===== config.mk =====
export PLATFORM = sky130hd
export DESIGN_NAME = tree_port_arbiter
export DESIGN_NICKNAME = d
export VERILOG_FILES = /design/src/rtl/noc_pkg.sv /design/src/rtl/rr_arbiter.sv /design/src/rtl/tree_port_arbiter.sv
export SDC_FILE = /design/constraint.sdc
export NUM_CORES = 1
export LEC_CHECK = 0
export BUFFER_PORTS_ARGS = -buffer_cell sky130_fd_sc_hd__buf_4
export CORE_ASPECT_RATIO = 1.75
export CORE_MARGIN = 2
export CORE_UTILIZATION = 50
export CTS_BUF_LIST = sky130_fd_sc_hd__clkbuf_16
export CTS_CLUSTER_SIZE = 20
export DETAILED_ROUTE_END_ITERATION = 8
export PLACE_DENSITY = 0.83
export REMOVE_ABC_BUFFERS = 1
export SYNTH_ARGS = -nofsm -noshare
export SYNTH_HDL_FRONTEND = slang
export SYNTH_HIERARCHICAL = 1
export SYNTH_SLANG_ARGS = --single-unit

===== constraint.sdc =====
create_clock -name clk -period 4 [get_ports clk]
set_input_delay 0 -clock clk [delete_from_list [all_inputs] [get_ports clk]]
set_output_delay 0 -clock clk [all_outputs]
set_load 0.01 [all_outputs]

===== src/rtl/noc_pkg.sv =====
// Shared types and constants for the tree NoC router: packet layout, port indices
// and the output-buffer state encoding.
package noc_pkg;

  localparam int WIDTH_packet = 14;
  typedef logic [WIDTH_packet-1:0] packet_t;

  // Packet layout, MSB to LSB: dest | addr | payload
  localparam int WIDTH_payload = 8;
  localparam int PAYLOAD_LSB   = 0;
  localparam int WIDTH_addr    = 3;
  localparam int ADDR_LSB      = PAYLOAD_LSB + WIDTH_payload;
  localparam int WIDTH_dest    = 3;
  localparam int DEST_LSB      = ADDR_LSB + WIDTH_addr;

  localparam int PORT_LEFT   = 0;
  localparam int PORT_RIGHT  = 1;
  localparam int PORT_PARENT = 2;

  typedef enum logic {
    ST_EMPTY = 1'b0,
    ST_FULL  = 1'b1
  } buf_state_t;

endpackage


===== src/rtl/rr_arbiter.sv =====
// Combinational round-robin arbiter: the first request at or after ptr (wrapping) wins.
// gnt is asserted only when enable is high; gnt_idx is valid whenever any is high.
module rr_arbiter #(
  parameter int NUM_IN = 3,
  localparam int IDX_W = $clog2(NUM_IN)
) (
  input  logic [NUM_IN-1:0] req,
  input  logic [IDX_W-1:0]  ptr,
  input  logic              enable,
  output logic [NUM_IN-1:0] gnt,
  output logic [IDX_W-1:0]  gnt_idx,
  output logic              any
);
  import noc_pkg::*;

  localparam logic [IDX_W:0] N_L = (IDX_W+1)'(NUM_IN);

  logic [IDX_W:0] cand;
  logic           found;

  always_comb begin
    gnt     = '0;
    gnt_idx = '0;
    found   = 1'b0;
    cand    = '0;
    for (int k = 0; k < NUM_IN; k++) begin
      cand = {1'b0, ptr} + (IDX_W+1)'(k);
      if (cand >= N_L) cand = cand - N_L;
      if (!found && req[cand[IDX_W-1:0]]) begin
        found   = 1'b1;
        gnt_idx = cand[IDX_W-1:0];
      end
    end
    if (enable && found) gnt[gnt_idx] = 1'b1;
  end

  assign any = |req;

endmodule


===== src/rtl/tree_port_arbiter.sv =====
// Output-port scheduler for one tree NoC router node: round-robin over the input
// controllers into a single registered output buffer, one packet per cycle.
module tree_port_arbiter #(
  parameter int WIDTH_packet = noc_pkg::WIDTH_packet,
  parameter int NUM_IN       = 3,
  parameter int CNT_W        = 16,
  localparam int IDX_W       = $clog2(NUM_IN)
) (
  input  logic                           clk,
  input  logic                           rst,
  input  logic [NUM_IN-1:0]              in_valid,
  input  logic [NUM_IN*WIDTH_packet-1:0] in_data,
  output logic [NUM_IN-1:0]              in_ready,
  output logic                           out_valid,
  output logic [WIDTH_packet-1:0]        out_data,
  input  logic                           out_ready,
  output logic [IDX_W-1:0]               grant_id,
  output logic [CNT_W-1:0]               pkt_count
);
  import noc_pkg::*;

  function automatic logic [CNT_W-1:0] sat_inc(input logic [CNT_W-1:0] v);
    return (&v) ? v : v + 1'b1;
  endfunction

  buf_state_t              state_q, state_d;
  logic [IDX_W-1:0]        rr_ptr;
  logic [IDX_W-1:0]        win_idx;
  logic [NUM_IN-1:0]       gnt;
  logic                    any_req;
  logic                    can_load;
  logic                    accept;
  logic [WIDTH_packet-1:0] buf_data_p1;
  logic [IDX_W-1:0]        buf_src_p1;
  logic [CNT_W-1:0]        cnt_q;
  logic [WIDTH_packet-1:0] lane [NUM_IN];

  for (genvar g = 0; g < NUM_IN; g++) begin : g_lane
    assign lane[g] = in_data[g*WIDTH_packet +: WIDTH_packet];
  end

  // Stage p0: combinational arbitration; out_ready may reach in_ready directly
  assign can_load = (state_q == ST_EMPTY) | out_ready;

  rr_arbiter #(.NUM_IN(NUM_IN)) u_rr (
    .req     (in_valid),
    .ptr     (rr_ptr),
    .enable  (can_load & ~rst),
    .gnt     (gnt),
    .gnt_idx (win_idx),
    .any     (any_req)
  );

  assign in_ready = gnt;
  assign accept   = |gnt;

  always_comb begin
    state_d = state_q;
    if (accept)                              state_d = ST_FULL;
    else if (state_q == ST_FULL && out_ready) state_d = ST_EMPTY;
  end

  always_ff @(posedge clk or posedge rst) begin
    if (rst) state_q <= ST_EMPTY;
    else     state_q <= state_d;
  end

  // Stage p1: one-entry output buffer, replaced on accept even while draining
  always_ff @(posedge clk or posedge rst) begin
    if (rst) begin
      buf_data_p1 <= '0;
      buf_src_p1  <= '0;
      rr_ptr      <= '0;
    end else if (accept) begin
      buf_data_p1 <= lane[win_idx];
      buf_src_p1  <= win_idx;
      rr_ptr      <= (win_idx == IDX_W'(NUM_IN-1)) ? '0 : win_idx + 1'b1;
    end
  end

  always_ff @(posedge clk or posedge rst) begin
    if (rst)                    cnt_q <= '0;
    else if (out_valid && out_ready) cnt_q <= sat_inc(cnt_q);
  end

  assign out_valid = (state_q == ST_FULL);
  assign out_data  = buf_data_p1;
  assign grant_id  = buf_src_p1;
  assign pkt_count = cnt_q;

endmodule


* After elaboration in Yosys (flattened, before gate mapping)
Cells that the tools add are included.
** Operators by class
- Add/subtract/negate cells :: 7
- Multipliers :: 0
- Div/mod/pow operators :: 0
- $lt $le $gt $ge :: 9
- Equal/unequal tests :: 1
- Shift operators :: 0
- Mux-type cells :: 24
- Bitwise gates (word level) :: 6
- Reduce and logical (&&, ||, !) cells :: 11
** Operators by type and width (count)
- 14-bit binary-select mux with 2-bit select :: 1
- 14-bit two-way mux :: 2
- 16-bit by 1-bit adder with 16-bit output, second input constant :: 1
- 16-bit AND reduction :: 1
- 2-bit two-way mux :: 7
- 2-bit by 3-bit less-than comparator with 1-bit output, second input constant :: 4
- 1-bit two-way mux :: 9
- 1-bit binary-select mux with 2-bit select :: 3
- 3-bit by 2-bit greater-or-equal comparator with 1-bit output, second input constant :: 2
- 2-bit subtractor, second input constant :: 3
- 1-bit logical AND :: 5
- 2-bit by 1-bit adder with 3-bit output, second input constant :: 1
- 2-bit by 2-bit adder with 3-bit output, second input constant :: 1
- 3-bit greater-or-equal comparator, second input constant :: 1
- 3-bit two-way mux :: 1
- 1-bit inverter :: 3
- 2-bit inverter with 3-bit output :: 1
- 3-bit OR reduction :: 1
- 2-bit by 1-bit adder with 2-bit output, second input constant :: 1
- 1-bit demux with 2-bit select :: 1
- 2-bit == test, second input constant :: 1
- 2-bit by 1-bit greater-or-equal comparator with 1-bit output, second input constant :: 1
- 2-bit greater-or-equal comparator, second input constant :: 1
- 1-bit zero test :: 2
- 4 further kinds :: 4
** Word-level totals
- Flip-flop bits (word level) :: 35
- Latch bits :: 0
- Memory bits (writable) :: 0
- ROM bits :: 0
- Bits of input ports :: 48
- Output and inout bits :: 36
- Word-level logic and storage cells :: 63
- Memories kept :: 0

* Logic depth before layout (Yosys ltp)
Gate-level depths: netlist of run 1.
- Depth in word-level cells :: 18
- Mapped depth :: 12
- Gate-level depth less buffers :: 10

* By module
The synthesis of run 1 kept the hierarchy.
** Modules (own cells, without submodules)
- tree_port_arbiter :: instances 1, cells each 179, area each 1800.5 sq um, sequential area each 875.8 sq um
- rr_arbiter :: instances 1, cells each 32, area each 237.7 sq um, sequential area each 0.0 sq um

* Worst setup path before layout of run 1
OpenSTA, ideal clock, no wires.
- Path kind :: register -> register
- Start :: register rr_ptr[0]
- End :: register rr_ptr[0]
- Setup time :: 119 ps
- Arrival time :: 2652 ps
- Required time :: 3881 ps
- Slack :: 1229 ps
- Cell stages (with the launch flop) :: 12
- Buffers on the path :: 2
- Clock period less this slack :: 2771 ps
- Path through :: dfrtp_1 > inv_1 > ha_1 > nand2b_1 > o21ai_0 > a22o_1 > o311ai_0 > nor2b_1 > or3_1 > clkbuf_1 > clkbuf_1 > o21a_1
** On the way
- Word-level cells in the longest chain between the ends :: 17
- Elaborated cells on any way between the ends :: 38
- Those cells by class :: add/sub: 6; order compare: 5; eq/ne: 1; mux: 19; reduce/logical: 7
** RTL lines
- start: declaration :: RTL line tree_port_arbiter.sv:27 : logic [IDX_W-1:0] rr_ptr;
- start signal: assignment :: RTL line tree_port_arbiter.sv:77 : rr_ptr <= (win_idx == IDX_W'(NUM_IN-1)) ? '0 : win_idx + 1'b1;
- branches (longest 15 deep; another with 2-bit by 1-bit adder with 3-bit output)
- 3-bit two-way mux * :: RTL line rr_arbiter.sv:34 : if (enable && found) gnt[gnt_idx] = 1'b1;
- named net in_ready[1] :: RTL line tree_port_arbiter.sv:13 : output logic [NUM_IN-1:0] in_ready,
- 3-bit OR reduction * :: RTL line tree_port_arbiter.sv:55 : assign accept = |gnt;
Mark *: on every way through the listed nets, which the timed path passes. The select of a mux whose other input is x is not followed.
A chain may end at the register's enable or synchronous reset.

* Worst setup path in the final report of run 1
- Start :: register rr_ptr[0]
- End :: register buf_src_p1[1] (netlist: grant_id[1])
** On the way
- Word-level cells in the longest chain between the ends :: 17
- Elaborated cells on any way between the ends :: 35
- Those cells by class :: add/sub: 5; order compare: 5; mux: 18; reduce/logical: 7
** RTL lines
- branches (longest 17 deep; another with 2-bit by 1-bit adder with 3-bit output)
- end signal: assignment :: RTL line tree_port_arbiter.sv:76 : buf_src_p1 <= win_idx;
- end: declaration :: RTL line tree_port_arbiter.sv:34 : logic [IDX_W-1:0] buf_src_p1;
Several ways; the timed one is not identified. The select of a mux whose other input is x is not followed.

==> run metrics, run 1 <==
status completed; Worst slew margin 0.3244; Final ANT Viol Nets 0; DR pass1 iterations 4; insertion delay to the later sink of the worst-skew pair 270 ps; Vias/cell 5.510; P per Cell Area 693.8 nW/um2; commonest cells after routing, fill and taps aside 86 x buf_4, 35 x dfrtp_1, 34 x nor2_1; Rows 30; wire length per cell 15.17 um; Synth-to-Final Area Change 40.33%; mean area per synthesized cell 9.676 um2; input/output buffers 83; fin crit period 3360 ps; vias in the first global route 1874; Finished Cell Area 2851 um2; layout cells sized above 1 0.3627; Initial DRC Count 45; DP Area 2708 um2; CP Capture Type flip-flop; die area 4610 um2; HP Class in2reg; WHS 33.01 ps; initial antenna violation count 0; via count 1890; CTS Buf Count 5; Die Y 88.33 um; Setup CP Type reg2reg; Tot GR Track Use 0.2331; CP required 4150 ps; starting density of the core 0.5205; Synth Cell Area 2032 um2; worst hold path cell count 3; RePlAce Congestion 0.7772; post-CTS setup buffer count 0; commonest non-fill, non-tap cell in the layout buf_4; Num Clock Sinks 35; final hold vios 0; Final Setup Violations 0; die width 52.19 um; Post-Place Cells 335; crit path DAT 3510 ps; Post-DP HPWL 3847 um; RSZ-0062 raised after global routing false; Max Clk Rate 297.6 MHz; # H-tree levels 2; Place WS 672.2 ps; NumNets Final 348; WL final 5204 um; Final WS setup 639.8 ps; fin cells 343; CTS Buffer Depth 2; Slew Limit Fails 0; measured slew at the worst slew-check pin 1013 ps; Max-cap violations 0; CTS tree yes; # IOs 84; drt drc 0; Worst Setup Start Kind flip-flop; # diodes 0; clk_skew 2.108 ps; leak pwr 0.001350 uW; CP Max Fanout 34; core area 3904 um2; Final period util 0.8401; Reg clk slew, reported paths 50 ps; IR drop worst, VDD 0.0004315 V; first-pass GRT wire length 8073 um; Root Buffer clkbuf_16; Worst R2R Path Depth 9; Setup TNS Final 0 ps; Ys Warns 6; grt ovf 0; Post-Syn Instances 210; largest net degree at the start of global routing 36
## path summary, 6_finish.rpt
path	end	slack, ps	from
min	out_data[9]	30	in_data[23]
max reg2reg	grant_id[1]	640	rr_ptr[0]
min in group asynchronous	rr_ptr[0]	400	rst
min reg2reg	pkt_count[15]	510	pkt_count[15]
max in group asynchronous	pkt_count[13]	3300	rst
max	grant_id[1]	640	rr_ptr[0]
## critical path, cell delays in order, from the launching register on
cell	delay, ps
dfrtp_1	390
inv_1	80
ha_1	370
nand2b_1	130
o21ai_0	120
a22o_1	260
o311ai_0	460
nor2b_1	130
or3_1	800
mux2_1	490
## sequential cells by signal, indices dropped and copies added (netlist names)
register and count:
pkt_count 16, out_data 14, grant_id 2, rr_ptr 2
out_valid 1
## metal layers
metal / global-route usage / vias to the layer above / routed length (um)
met5: 0 / - / 0
met2: 0.4534 / 63 / 2993
met1: 0.2356 / 906 / 1816
li1: - / 912 / -
met4: 0.08858 / 0 / 104
met3: 0.04392 / 9 / 289
## power by group
part | total, uW | leakage (uW) | switching, uW | internal, uW
Sequential | 595 | 0.000426 | 110 | 485
Combinational | 1030 | 0.000857 | 554 | 479
Clock | 351 | 0.0000671 | 128 | 223
Total | 1980 | 0.00135 | 791 | 1190
## layout make-up
type                            instances  area, um2
Multi-Input combinational cell        160       1104
Inverter                                6      22.52
Timing Repair Buffer                   87      655.6
Clock buffer                            5      125.1
Sequential cell                        35      875.8
Clock inverter                          2      8.758
Tap cell                               48      60.06
Fill cell                             321       1052
## timing repair
action                    CTS  global route
hold endpoints to repair   35             0
resized for setup           0             0
hold buffers                1             0
## through the flow
stage,util,total power (uW)
after floorplan,-,1231
after global placement,0.6936,1601
after detailed placement,0.6936,1637
after CTS,0.7304,2001
after global routing,0.7304,2131
final,0.7304,1978
No activity file was read; power rests on OpenSTA's default activity.
==> inputs of run 2 (changes only) <==
--- a/config.mk
+++ b/config.mk
@@ -5,6 +5,7 @@
 export SDC_FILE = /design/constraint.sdc
 export NUM_CORES = 1
 export LEC_CHECK = 0
+export ABC_AREA = 1
 export BUFFER_PORTS_ARGS = -buffer_cell sky130_fd_sc_hd__buf_4
 export CORE_ASPECT_RATIO = 1.75
 export CORE_MARGIN = 2
@@ -12,7 +13,7 @@
 export CTS_BUF_LIST = sky130_fd_sc_hd__clkbuf_16
 export CTS_CLUSTER_SIZE = 20
 export DETAILED_ROUTE_END_ITERATION = 8
-export PLACE_DENSITY = 0.83
+export PLACE_DENSITY = 0.81
 export REMOVE_ABC_BUFFERS = 1
 export SYNTH_ARGS = -nofsm -noshare
 export SYNTH_HDL_FRONTEND = slang
==> constraint.sdc (replaced) <==
create_clock -name clk -period 3.3 [get_ports clk]
set_input_delay 0 -clock clk [delete_from_list [all_inputs] [get_ports clk]]
set_output_delay 0 -clock clk [all_outputs]
set_load 0.01 [all_outputs]
==> run 2 against run 1 <==
  * Largest cell class unchanged
  * Die area rose by 11%
  * Synthesized cell count rose by 52%
  * The flow now finishes with violations (negative hold slack)
  * Via count rose by 30%
  * Clock-buffer cell count did not move
  * Sequential power rose by 20%
==> run metrics, run 2 <==
# diodes 0 (unchanged); Worst R2R End rr_ptr[0] (was grant_id[1]); wire length per cell 13.34 um (was 15.17 um); drt drc 0 (unchanged); Worst setup endpoint rr_ptr[0] (was grant_id[1]); DR pass1 iterations 4 (unchanged); Post-Syn Instances 319 (was 210); Worst R2R Path Depth 15 (was 9); Critical-path top delay cell dfrtp_1 (was or3_1); Worst path top cell family by delay buffers and inverters (was simple AND/OR/NAND/NOR gates); DP Area 2923 um2 (was 2708 um2); # IOs 84 (unchanged); Worst Setup Start Kind flip-flop (unchanged); worst-path cell chain inv_1 -> ha_1 -> inv_2 -> nand2_1 -> nand2_2 -> a21oi_4 -> nand3_2 -> o21ai_2 -> buf_4 -> and2_1 -> nor2_1 -> nand2_1 -> buf_4 -> inv_1 -> o31ai_1 (was inv_1 -> ha_1 -> nand2b_1 -> o21ai_0 -> a22o_1 -> o311ai_0 -> nor2b_1 -> or3_1 -> mux2_1); Setup TNS Final 0 ps (unchanged); Final ANT Viol Nets 0 (unchanged); largest stage delay on the critical path 380 ps (was 800 ps); measured slew at the worst slew-check pin 1057 ps (was 1013 ps); final hold vios 15 (was 0); commonest non-fill, non-tap cell in the layout nand2_1 (was buf_4); fin crit period 2609 ps (was 3360 ps); largest net degree at the start of global routing 29 (was 36); failing checks negative hold slack; max reg flops 16 (unchanged); post-CTS setup buffer count 0 (unchanged); Setup CP Type reg2reg (unchanged); Rows 32 (was 30); Post-Place Cells 449 (was 335); clk_skew 8.631 ps (was 2.108 ps); initial antenna violation count 0 (unchanged); P per Cell Area 896.3 nW/um2 (was 693.8 nW/um2); CP required 3480 ps (was 4150 ps); RSZ-0062 raised after global routing false (unchanged); leak pwr 0.001592 uW (was 0.001350 uW); Reg clk slew, reported paths 50 ps (about the same); Slew Limit Fails 0 (unchanged); insertion delay to the later sink of the worst-skew pair 280 ps (was 270 ps); CTS tree yes (unchanged); Initial DRC Count 49 (was 45); first-pass GRT wire length 9901 um (was 8073 um); reg-to-reg setup timing slack 690 ps (was 640 ps); Ys Warns 6 (unchanged); core area 4364 um2 (was 3904 um2); mean area per synthesized cell 7.084 um2 (was 9.676 um2); Root Buffer clkbuf_16 (unchanged); HP Class in2async (was in2reg); Finished Cell Area 3134 um2 (was 2851 um2); Max-cap violations 0 (unchanged); NumNets Final 465 (was 348); Worst slew margin 0.2947 (was 0.3244); CP Launch Point rr_ptr[0] (unchanged); Num Clock Sinks 35 (unchanged); die width 54.82 um (was 52.19 um); Post-DP HPWL 4707 um (was 3847 um); WHS -4.458 ps (was 33.01 ps); status finished, violations left (was completed); Vias/cell 5.276 (was 5.510); Final Setup Violations 0 (unchanged); CP Capture Type flip-flop (unchanged); RePlAce Congestion 0.8110 (was 0.7772); CTS Buf Count 5 (unchanged); grt ovf 0 (unchanged); CP Buf/Inv Count 5 (was 1); Die Y 92.93 um (was 88.33 um); CP Max Fanout 22 (was 34); Final period util 0.7905 (was 0.8401); Tot GR Track Use 0.2658 (was 0.2331); WL final 6191 um (was 5204 um); CTS Buffer Depth 2 (unchanged); Max Clk Rate 383.3 MHz (was 297.6 MHz); commonest cells after routing, fill and taps aside 113 x nand2_1, 87 x buf_4, 35 x inv_1, 35 x dfrtp_1, 34 x nor2_1 (was 86 x buf_4, 35 x dfrtp_1, 34 x nor2_1); Synth-to-Final Area Change 38.70% (was 40.33%); input/output buffers 83 (unchanged); vias in the first global route 2397 (was 1874); via count 2448 (was 1890); Synth Cell Area 2260 um2 (was 2032 um2); layout cells sized above 1 0.2857 (was 0.3627); Levels on crit path 15 (was 9); r2r startpoint rr_ptr[0] (unchanged); fin cells 464 (was 343); crit path DAT 2790 ps (was 3510 ps); # H-tree levels 2 (unchanged); IR drop worst, VDD 0.0009073 V (was 0.0004315 V); starting density of the core 0.5178 (was 0.5205); die area 5094 um2 (was 4610 um2)
==> run 2: final cells by class <==
type                    instances  area, um2
fillers                       375       1230
well taps                      51      63.81
clock inverters                 3      16.27
repair buffers                 94      723.2
flip-flops and latches         35      875.8
clock buffers                   5      125.1
inverters                      37      138.9
multi-input cells             239       1191
==> run 2: metrics by stage <==
stage	hold WS [ps]	util	total power [uW]	worst slack [ps]
2_1_floorplan	107.3	-	1747	580.4
3_3_place_gp	216.4	0.6697	2299	789.0
6_report	-4.458	0.7182	2809	691.3
3_5_place_dp	217.2	0.6697	2338	705.3
5_1_grt	5.604	0.7182	3040	420.1
4_1_cts	1.019	0.7182	2810	685.7
==> run 2: how the worst min path moves through the flow <==
stage,startpoint,endpoint,slack [ps]
floorplan,out_ready,out_valid,110
detailed placement,out_ready,out_valid,220
finish,rst,out_valid,-4
CTS,in_data[41],out_data[13],1
global route,in_data[34],out_data[6],6
global placement,out_ready,out_valid,220
==> run 2: metal layers <==
metal | global-route usage | wire length [um]
met3 | 0.03710 | 259
met2 | 0.4772 | 3406
met4 | 0.1604 | 327
met5 | 0 | 0
met1 | 0.2657 | 2198
==> run 2: what timing repair did <==
item	in CTS	in global routing
hold endpoints to repair	7	0
hold buffers	7	0
setup endpoints to repair	0	0
resized for setup	0	0
==> run 2: where the power goes <==
part / total [uW] / leakage (uW) / internal (uW) / switching [uW]
Combinational: 1640 / 0.00108 / 657 / 980
Sequential: 715 / 0.000439 / 591 / 124
Clock: 458 / 0.0000710 / 275 / 182
